File: src/rtl/sha2_256_core_if.sv
// Block/digest handshake bundle for the SHA-224/256 compression core.
// master drives blocks in and takes digests out; slave is the core side.
interface sha2_256_core_if;
    logic         in_valid;
    logic         in_ready;
    logic [511:0] block_in;
    logic         first;
    logic         mode;
    logic [255:0] digest;
    logic         digest_valid;
    logic         digest_ready;
    logic         busy;

    modport master (
        output in_valid, block_in, first, mode, digest_ready,
        input  in_ready, digest, digest_valid, busy
    );

    modport slave (
        input  in_valid, block_in, first, mode, digest_ready,
        output in_ready, digest, digest_valid, busy
    );
endinterface

File: src/rtl/sha2_256_core.sv
// Multi-block SHA-256/SHA-224 compression core, RPC rounds per clock.
// Ports: clk, rst_n (async low), bus (slave: block in, digest out, busy).
module sha2_256_core #(
    parameter int RPC    = 1,
    parameter bit EN_224 = 1'b1
) (
    input  logic            clk,
    input  logic            rst_n,
    sha2_256_core_if.slave  bus
);

    if (!(RPC == 1 || RPC == 2 || RPC == 4)) begin : g_bad_rpc
        $error("sha2_256_core: RPC must be 1, 2 or 4");
    end

    typedef enum logic [1:0] {IDLE, RUN, DONE} state_t;

    localparam logic [31:0] K [64] = '{
        32'h428a2f98, 32'h71374491, 32'hb5c0fbcf, 32'he9b5dba5,
        32'h3956c25b, 32'h59f111f1, 32'h923f82a4, 32'hab1c5ed5,
        32'hd807aa98, 32'h12835b01, 32'h243185be, 32'h550c7dc3,
        32'h72be5d74, 32'h80deb1fe, 32'h9bdc06a7, 32'hc19bf174,
        32'he49b69c1, 32'hefbe4786, 32'h0fc19dc6, 32'h240ca1cc,
        32'h2de92c6f, 32'h4a7484aa, 32'h5cb0a9dc, 32'h76f988da,
        32'h983e5152, 32'ha831c66d, 32'hb00327c8, 32'hbf597fc7,
        32'hc6e00bf3, 32'hd5a79147, 32'h06ca6351, 32'h14292967,
        32'h27b70a85, 32'h2e1b2138, 32'h4d2c6dfc, 32'h53380d13,
        32'h650a7354, 32'h766a0abb, 32'h81c2c92e, 32'h92722c85,
        32'ha2bfe8a1, 32'ha81a664b, 32'hc24b8b70, 32'hc76c51a3,
        32'hd192e819, 32'hd6990624, 32'hf40e3585, 32'h106aa070,
        32'h19a4c116, 32'h1e376c08, 32'h2748774c, 32'h34b0bcb5,
        32'h391c0cb3, 32'h4ed8aa4a, 32'h5b9cca4f, 32'h682e6ff3,
        32'h748f82ee, 32'h78a5636f, 32'h84c87814, 32'h8cc70208,
        32'h90befffa, 32'ha4506ceb, 32'hbef9a3f7, 32'hc67178f2
    };

    localparam logic [31:0] IV256 [8] = '{
        32'h6a09e667, 32'hbb67ae85, 32'h3c6ef372, 32'ha54ff53a,
        32'h510e527f, 32'h9b05688c, 32'h1f83d9ab, 32'h5be0cd19
    };

    localparam logic [31:0] IV224 [8] = '{
        32'hc1059ed8, 32'h367cd507, 32'h3070dd17, 32'hf70e5939,
        32'hffc00b31, 32'h68581511, 32'h64f98fa7, 32'hbefa4fa4
    };

    function automatic logic [31:0] bs0(input logic [31:0] x);
        return {x[1:0], x[31:2]} ^ {x[12:0], x[31:13]}
             ^ {x[21:0], x[31:22]};
    endfunction

    function automatic logic [31:0] bs1(input logic [31:0] x);
        return {x[5:0], x[31:6]} ^ {x[10:0], x[31:11]}
             ^ {x[24:0], x[31:25]};
    endfunction

    function automatic logic [31:0] ss0(input logic [31:0] x);
        return {x[6:0], x[31:7]} ^ {x[17:0], x[31:18]} ^ (x >> 3);
    endfunction

    function automatic logic [31:0] ss1(input logic [31:0] x);
        return {x[16:0], x[31:17]} ^ {x[18:0], x[31:19]} ^ (x >> 10);
    endfunction

    function automatic logic [31:0] ch(
        input logic [31:0] e, input logic [31:0] f, input logic [31:0] g);
        return (e & f) ^ (~e & g);
    endfunction

    function automatic logic [31:0] maj(
        input logic [31:0] a, input logic [31:0] b, input logic [31:0] c);
        return (a & b) ^ (a & c) ^ (b & c);
    endfunction

    state_t       state_q, state_d;
    logic         accept, step, finish;
    logic [6:0]   rnd_q;
    logic         mode_q;
    logic [31:0]  w_q  [16];
    logic [31:0]  wk_q [8];
    logic [31:0]  h_q  [8];
    logic [255:0] digest_q;

    logic [31:0]  wa [8];
    logic [31:0]  ww [16];
    logic [31:0]  base [8];
    logic [31:0]  ff [8];
    logic [31:0]  t1, t2, nw;
    logic         sel224;

    assign sel224     = bus.mode && EN_224;
    assign bus.digest = digest_q;

    always_ff @(posedge clk or negedge rst_n) begin
        if (!rst_n) state_q <= IDLE;
        else        state_q <= state_d;
    end

    always_comb begin
        state_d          = state_q;
        accept           = 1'b0;
        step             = 1'b0;
        finish           = 1'b0;
        bus.in_ready     = 1'b0;
        bus.digest_valid = 1'b0;
        bus.busy         = 1'b1;
        unique case (state_q)
            IDLE: begin
                bus.in_ready = 1'b1;
                bus.busy     = 1'b0;
                if (bus.in_valid) begin
                    accept  = 1'b1;
                    state_d = RUN;
                end
            end
            RUN: begin
                // rnd==64 is a dedicated feed-forward cycle
                if (rnd_q == 7'd64) begin
                    finish  = 1'b1;
                    state_d = DONE;
                end else begin
                    step = 1'b1;
                end
            end
            DONE: begin
                bus.digest_valid = 1'b1;
                if (bus.digest_ready) state_d = IDLE;
            end
            default: state_d = IDLE;
        endcase
    end

    // Base chaining value selected at accept time
    always_comb begin
        for (int i = 0; i < 8; i++) begin
            base[i] = h_q[i];
            ff[i]   = h_q[i] + wk_q[i];
        end
        if (bus.first) begin
            for (int i = 0; i < 8; i++)
                base[i] = sel224 ? IV224[i] : IV256[i];
        end
    end

    // RPC chained rounds; the window always holds W[t..t+15]
    always_comb begin
        wa = wk_q;
        ww = w_q;
        t1 = '0;
        t2 = '0;
        nw = '0;
        for (int j = 0; j < RPC; j++) begin
            t1 = wa[7] + bs1(wa[4]) + ch(wa[4], wa[5], wa[6])
               + K[rnd_q[5:0] + 6'(j)] + ww[0];
            t2 = bs0(wa[0]) + maj(wa[0], wa[1], wa[2]);
            nw = ss1(ww[14]) + ww[9] + ss0(ww[1]) + ww[0];
            wa[7] = wa[6];
            wa[6] = wa[5];
            wa[5] = wa[4];
            wa[4] = wa[3] + t1;
            wa[3] = wa[2];
            wa[2] = wa[1];
            wa[1] = wa[0];
            wa[0] = t1 + t2;
            for (int i = 0; i < 15; i++) ww[i] = ww[i + 1];
            ww[15] = nw;
        end
    end

    // H takes the base at accept so feed-forward is H + working
    always_ff @(posedge clk or negedge rst_n) begin
        if (!rst_n) begin
            rnd_q    <= '0;
            mode_q   <= 1'b0;
            w_q      <= '{default: '0};
            wk_q     <= '{default: '0};
            h_q      <= '{default: '0};
            digest_q <= '0;
        end else if (accept) begin
            for (int i = 0; i < 16; i++)
                w_q[i] <= bus.block_in[511 - 32 * i -: 32];
            wk_q  <= base;
            h_q   <= base;
            rnd_q <= '0;
            if (bus.first) mode_q <= sel224;
        end else if (step) begin
            wk_q  <= wa;
            w_q   <= ww;
            rnd_q <= rnd_q + 7'(RPC);
        end else if (finish) begin
            h_q <= ff;
            if (mode_q)
                digest_q <= {ff[0], ff[1], ff[2], ff[3],
                             ff[4], ff[5], ff[6], 32'h0};
            else
                digest_q <= {ff[0], ff[1], ff[2], ff[3],
                             ff[4], ff[5], ff[6], ff[7]};
        end
    end

endmodule

File: src/flat_wrapper.sv
// flat-port wrapper written by rule: the top's interface ports become plain ports
module sha2_256_core_flat 
#(
    parameter int RPC    = 1,
    parameter bit EN_224 = 1'b1
)
  (clk, rst_n, bus_in_valid, bus_block_in, bus_first, bus_mode, bus_digest_ready, bus_in_ready, bus_digest, bus_digest_valid, bus_busy);
  sha2_256_core_if bus_i ();
  input  logic clk;
  input  logic rst_n;
  input wire logic [$bits(bus_i.in_valid)-1:0] bus_in_valid;
  input wire logic [$bits(bus_i.block_in)-1:0] bus_block_in;
  input wire logic [$bits(bus_i.first)-1:0] bus_first;
  input wire logic [$bits(bus_i.mode)-1:0] bus_mode;
  input wire logic [$bits(bus_i.digest_ready)-1:0] bus_digest_ready;
  output wire logic [$bits(bus_i.in_ready)-1:0] bus_in_ready;
  output wire logic [$bits(bus_i.digest)-1:0] bus_digest;
  output wire logic [$bits(bus_i.digest_valid)-1:0] bus_digest_valid;
  output wire logic [$bits(bus_i.busy)-1:0] bus_busy;
  assign bus_i.in_valid = bus_in_valid;
  assign bus_i.block_in = bus_block_in;
  assign bus_i.first = bus_first;
  assign bus_i.mode = bus_mode;
  assign bus_i.digest_ready = bus_digest_ready;
  assign bus_in_ready = bus_i.in_ready;
  assign bus_digest = bus_i.digest;
  assign bus_digest_valid = bus_i.digest_valid;
  assign bus_busy = bus_i.busy;
  sha2_256_core #(.RPC(RPC), .EN_224(EN_224)) u_core (.clk(clk), .rst_n(rst_n), .bus(bus_i));
endmodule
File: config.mk
export PLATFORM = sky130hd
export DESIGN_NAME = sha2_256_core_flat
export DESIGN_NICKNAME = d
export VERILOG_FILES = /design/src/rtl/sha2_256_core_if.sv /design/src/rtl/sha2_256_core.sv /design/src/flat_wrapper.sv
export SDC_FILE = /design/constraint.sdc
export NUM_CORES = 2
export LEC_CHECK = 0
export ABC_AREA = 1
export BUFFER_PORTS_ARGS = -buffer_cell sky130_fd_sc_hd__buf_2
export CELL_PAD_IN_SITES_DETAIL_PLACEMENT = 1
export CELL_PAD_IN_SITES_GLOBAL_PLACEMENT = 2
export CORE_ASPECT_RATIO = 0.5
export CORE_MARGIN = 10
export CORE_UTILIZATION = 38
export DETAILED_ROUTE_END_ITERATION = 16
export PLACE_DENSITY_LB_ADDON = 0.12
export SETUP_SLACK_MARGIN = 0.15
export SYNTH_ARGS = -nofsm -noshare
export SYNTH_HDL_FRONTEND = slang
export SYNTH_SLANG_ARGS = --single-unit
File: constraint.sdc
create_clock -name clk -period 16.05 [get_ports clk]
set_input_delay 0 -clock clk [delete_from_list [all_inputs] [get_ports clk]]
set_output_delay 0 -clock clk [all_outputs]
set_load 0.02 [all_outputs]
==> run_results.csv <==
group,metric,value,unit
global_routing,gr-total-overflow,0,
routing,drc_errors,0,
timing,post-route-min-period,9.16,ns
placement,place_area,0.0947,sq mm
logic_synthesis,synth_top_family_by_area,"simple AND/OR/NAND/NOR gates",
timing,relSlewSlack,-0.0518,
cts,cts_root_buf,"clkbuf_16",
logic_synthesis,synth_seq_cells,1290,
worst_setup_path,ff2ff_path_depth,31,
cells_and_area,fillCellCount,28900,
worst_setup_path,arrival,9.93,ns
cells_and_area,drive_above_1_share,0.0898,
cells_and_area,final_net_count,14500,
logic_synthesis,synth_top_area_cell,"dfrtp_1",
routing,drt_pass1_iterations,8,
worst_setup_path,cp_slowest_cell,"nor2_1",
logic_synthesis,synthXorXnorAreaFrac,0.0402,
global_routing,antenna_found_initial,86,
floorplanning,coreArea,0.232,sq mm
timing,setup_viol,0,
placement,place_hpwl,357000,um
timing,fin_skew,0.0964,ns
hold_path,min_path_cells,4,
timing,fin_hold_ws,0.00761,ns
timing,tightest_slew,1.56,ns
logic_synthesis,yosysWarnings,0,
logic_synthesis,synth_nets,13100,
routing,viasPerCell,5.92,
worst_setup_path,worstPathRequired,16.82,ns
cts,htree_levels,4,
worst_setup_path,cp-start-kind,"register",
routing,wl,508000,um
placement,io_buffers,776,
floorplanning,dieArea,0.255,sq mm
global_routing,grt_pass1_wl,722000,um
cts,clk_latency,0.90,ns
cells_and_area,utilization,0.469,
cells_and_area,final_area,0.109,sq mm
worst_setup_path,path_common_cell,"nand2_1",
logic_synthesis,synth_mux_area_frac,0,
floorplanning,io_pins,777,
hold_path,hold_path.class,"in2reg",
cts,post_cts_buffers,0,
cts,cts.sinks,1290,
worst_setup_path,cpPeakStageDelay,1.02,ns
routing,vias,98500,
cells_and_area,area_delta_synth_final,22.6,%
floorplanning,fp-row-count,125,
logic_synthesis,synth_top_flop_cell,"dfrtp_1",
timing,rsz0062_at_grt,"false",
routing,wire_per_inst,30.5,um
timing,final.setup.tns,0,ns
logic_synthesis,async_flop_share,1.00,
logic_synthesis,synth_area_leaders,"dfrtp_1, nand2_1, nor2_1",
logic_synthesis,synth_top_area_frac,0.364,
cts,cts_tree,"built",
cells_and_area,layout_common_cells,"nand2_1, nor2_1, dfrtp_1",
global_routing,grt_pass1_vias,100000,
worst_setup_path,crit_type,"reg2reg",
cells_and_area,final_common_cell,"nand2_1",
timing,min_period_over_period,0.571,
logic_synthesis,yosys.area_share.adder,0.0995,
global_routing,grtUsageTotal,0.382,
routing,drt_iter0_drc,10200,
run_status,status,"finished, violations left",
timing,fmax,109,MHz
run_status,violations,"max-capacitance violations, max-slew violations",
cts,numCtsBuffers,144,
logic_synthesis,synth_cell_type_count,71,
logic_synthesis,yosys.area_share.simple,0.250,
timing,hold_violations,0,
timing,finalMaxSlewViolations,2,
flow_run,drv_cap,1,
placement,gp_congestion,1.00,
cts,cts.path.max_buffers,4,
worst_setup_path,crit_fanout,14,
routing,drtAntennaViolNets,0,
logic_synthesis,syn_inst,12000,
logic_synthesis,yosysSeqAreaShare,0.364,
cts,clkSlewWorstSetupHoldPaths,0.07,ns
logic_synthesis,synth.cell_area,0.0888,sq mm
global_routing,grt_max_degree,237,
floorplanning,die_h,362,um
logic_synthesis,synth-compound-area-share,0.169,
worst_setup_path,cp-end-kind,"register",
floorplanning,die_width,704,um
floorplanning,initial_core_util,0.382,
logic_synthesis,synth.avg_cell_area,7.37,sq um
logic_synthesis,synth_edf_count,0,
[kinds of logic (layout without fill, tap and decap cells)]
group / count (synthesis) / count (layout)
simple gates: 5495 / 5495
compound gates: 2559 / 2559
buf+inv: 1699 / 3127
flops: 1290 / 1290
fa+ha+maj: 589 / 589
xor+xnor: 407 / 407
other cells: 0 / 64
[area by class of cell]
| cell class | count | area, sq um | share of cell area |
|---|---|---|---|
| Inverter | 1064 | 4030 | 0.0370 |
| Tap cell | 3111 | 3890 | 0.0358 |
| Timing Repair Buffer | 1822 | 14200 | 0.130 |
| Antenna cell | 64 | 160 | 0.00147 |
| Clock inverter | 41 | 505 | 0.00464 |
| Sequential cell | 1290 | 32300 | 0.297 |
| Multi-Input combinational cell | 9050 | 49700 | 0.456 |
| Clock buffer | 200 | 4130 | 0.0379 |
[critical path: cells and delay by family, from the launching register on]
kind | cells | cell delay, ns
AOI/OAI and AO/OA | 8 | 2.26
xor gates and xnor gates | 1 | 0.62
adders and majority gates | 6 | 2.82
buffers and inverters | 5 | 1.02
DFF | 1 | 0.43
and+or+nand+nor | 11 | 1.88
[synthesized netlist by cell type, drive strengths merged (8+ instances only)]
cell and instances:
nand2 3136, nor2 1453, dfrtp 1290, inv 1062, a21oi 756, o21ai 690
a31oi 626, nand3 590, ha 392, buf 325, clkbuf 310, xor2 221
fa 195, xnor2 186, nand4 105, nor3 83, o21bai 58, or2 58
o31ai 57, o221ai 56, a21boi 53, o211ai 52, nand3b 50, a22oi 47
a21o 37, o21a 35, o22ai 30, nor4 13, a22o 10, a221oi 9
a211oi 8
[metal layers]
metal / wire length [um] / vias to the layer above / global-route usage
met3: 50000 / 1341 / 0.111
li1: - / 42600 / -
met5: 450 / - / 0.000755
met4: 26600 / 62 / 0.162
met1: 217000 / 49700 / 0.516
met2: 214000 / 4791 / 0.571
[state kept, by name, indices dropped and copies added (netlist names)]
register,count
u_core.wa,192
u_core.w_q,512
u_core.wk_q,64
u_core.h_q,256
u_core.rnd_q,7
u_core.bus.digest,256
u_core.state_q,2
u_core.mode_q,1
[timing repair]
action	4_1_cts	5_1_grt
hold buffers	936	0
endpoints found under the setup margin	0	0
hold endpoints to repair	868	0
resized for setup	0	0
[path summary, 6_finish.rpt]
path                                                   start                                 end  slack, ns
setup / recovery                 u_core.rnd_q[5]$_DFFE_PN0N_          u_core.wa[218]$_DFFE_PN0N_       6.89
hold / removal                             bus_block_in[477]         u_core.w_q[477]$_DFFE_PN0N_      0.008
setup reg to reg                 u_core.rnd_q[5]$_DFFE_PN0N_          u_core.wa[218]$_DFFE_PN0N_       6.89
hold reg to reg            u_core.bus.digest[66]$_DFFE_PN0P_   u_core.bus.digest[66]$_DFFE_PN0P_       0.47
max in group asynchronous                              rst_n         u_core.w_q[109]$_DFFE_PN0N_      12.13
min in group asynchronous                              rst_n  u_core.bus.digest[156]$_DFFE_PN0P_       0.41
[per-stage QoR]
stage / instances / setup WS [ns]
final: 16600 / 6.89
after CTS: 16600 / 7.17
after global routing: 16600 / 6.57
after detailed placement: 15400 / 7.25
after global placement: 15400 / 7.26
after floorplan: 12000 / 9.21
Power is left out: the tool's default activity adds up to more than one toggle a clock period on the data nets, which glitch-free logic cannot reach.
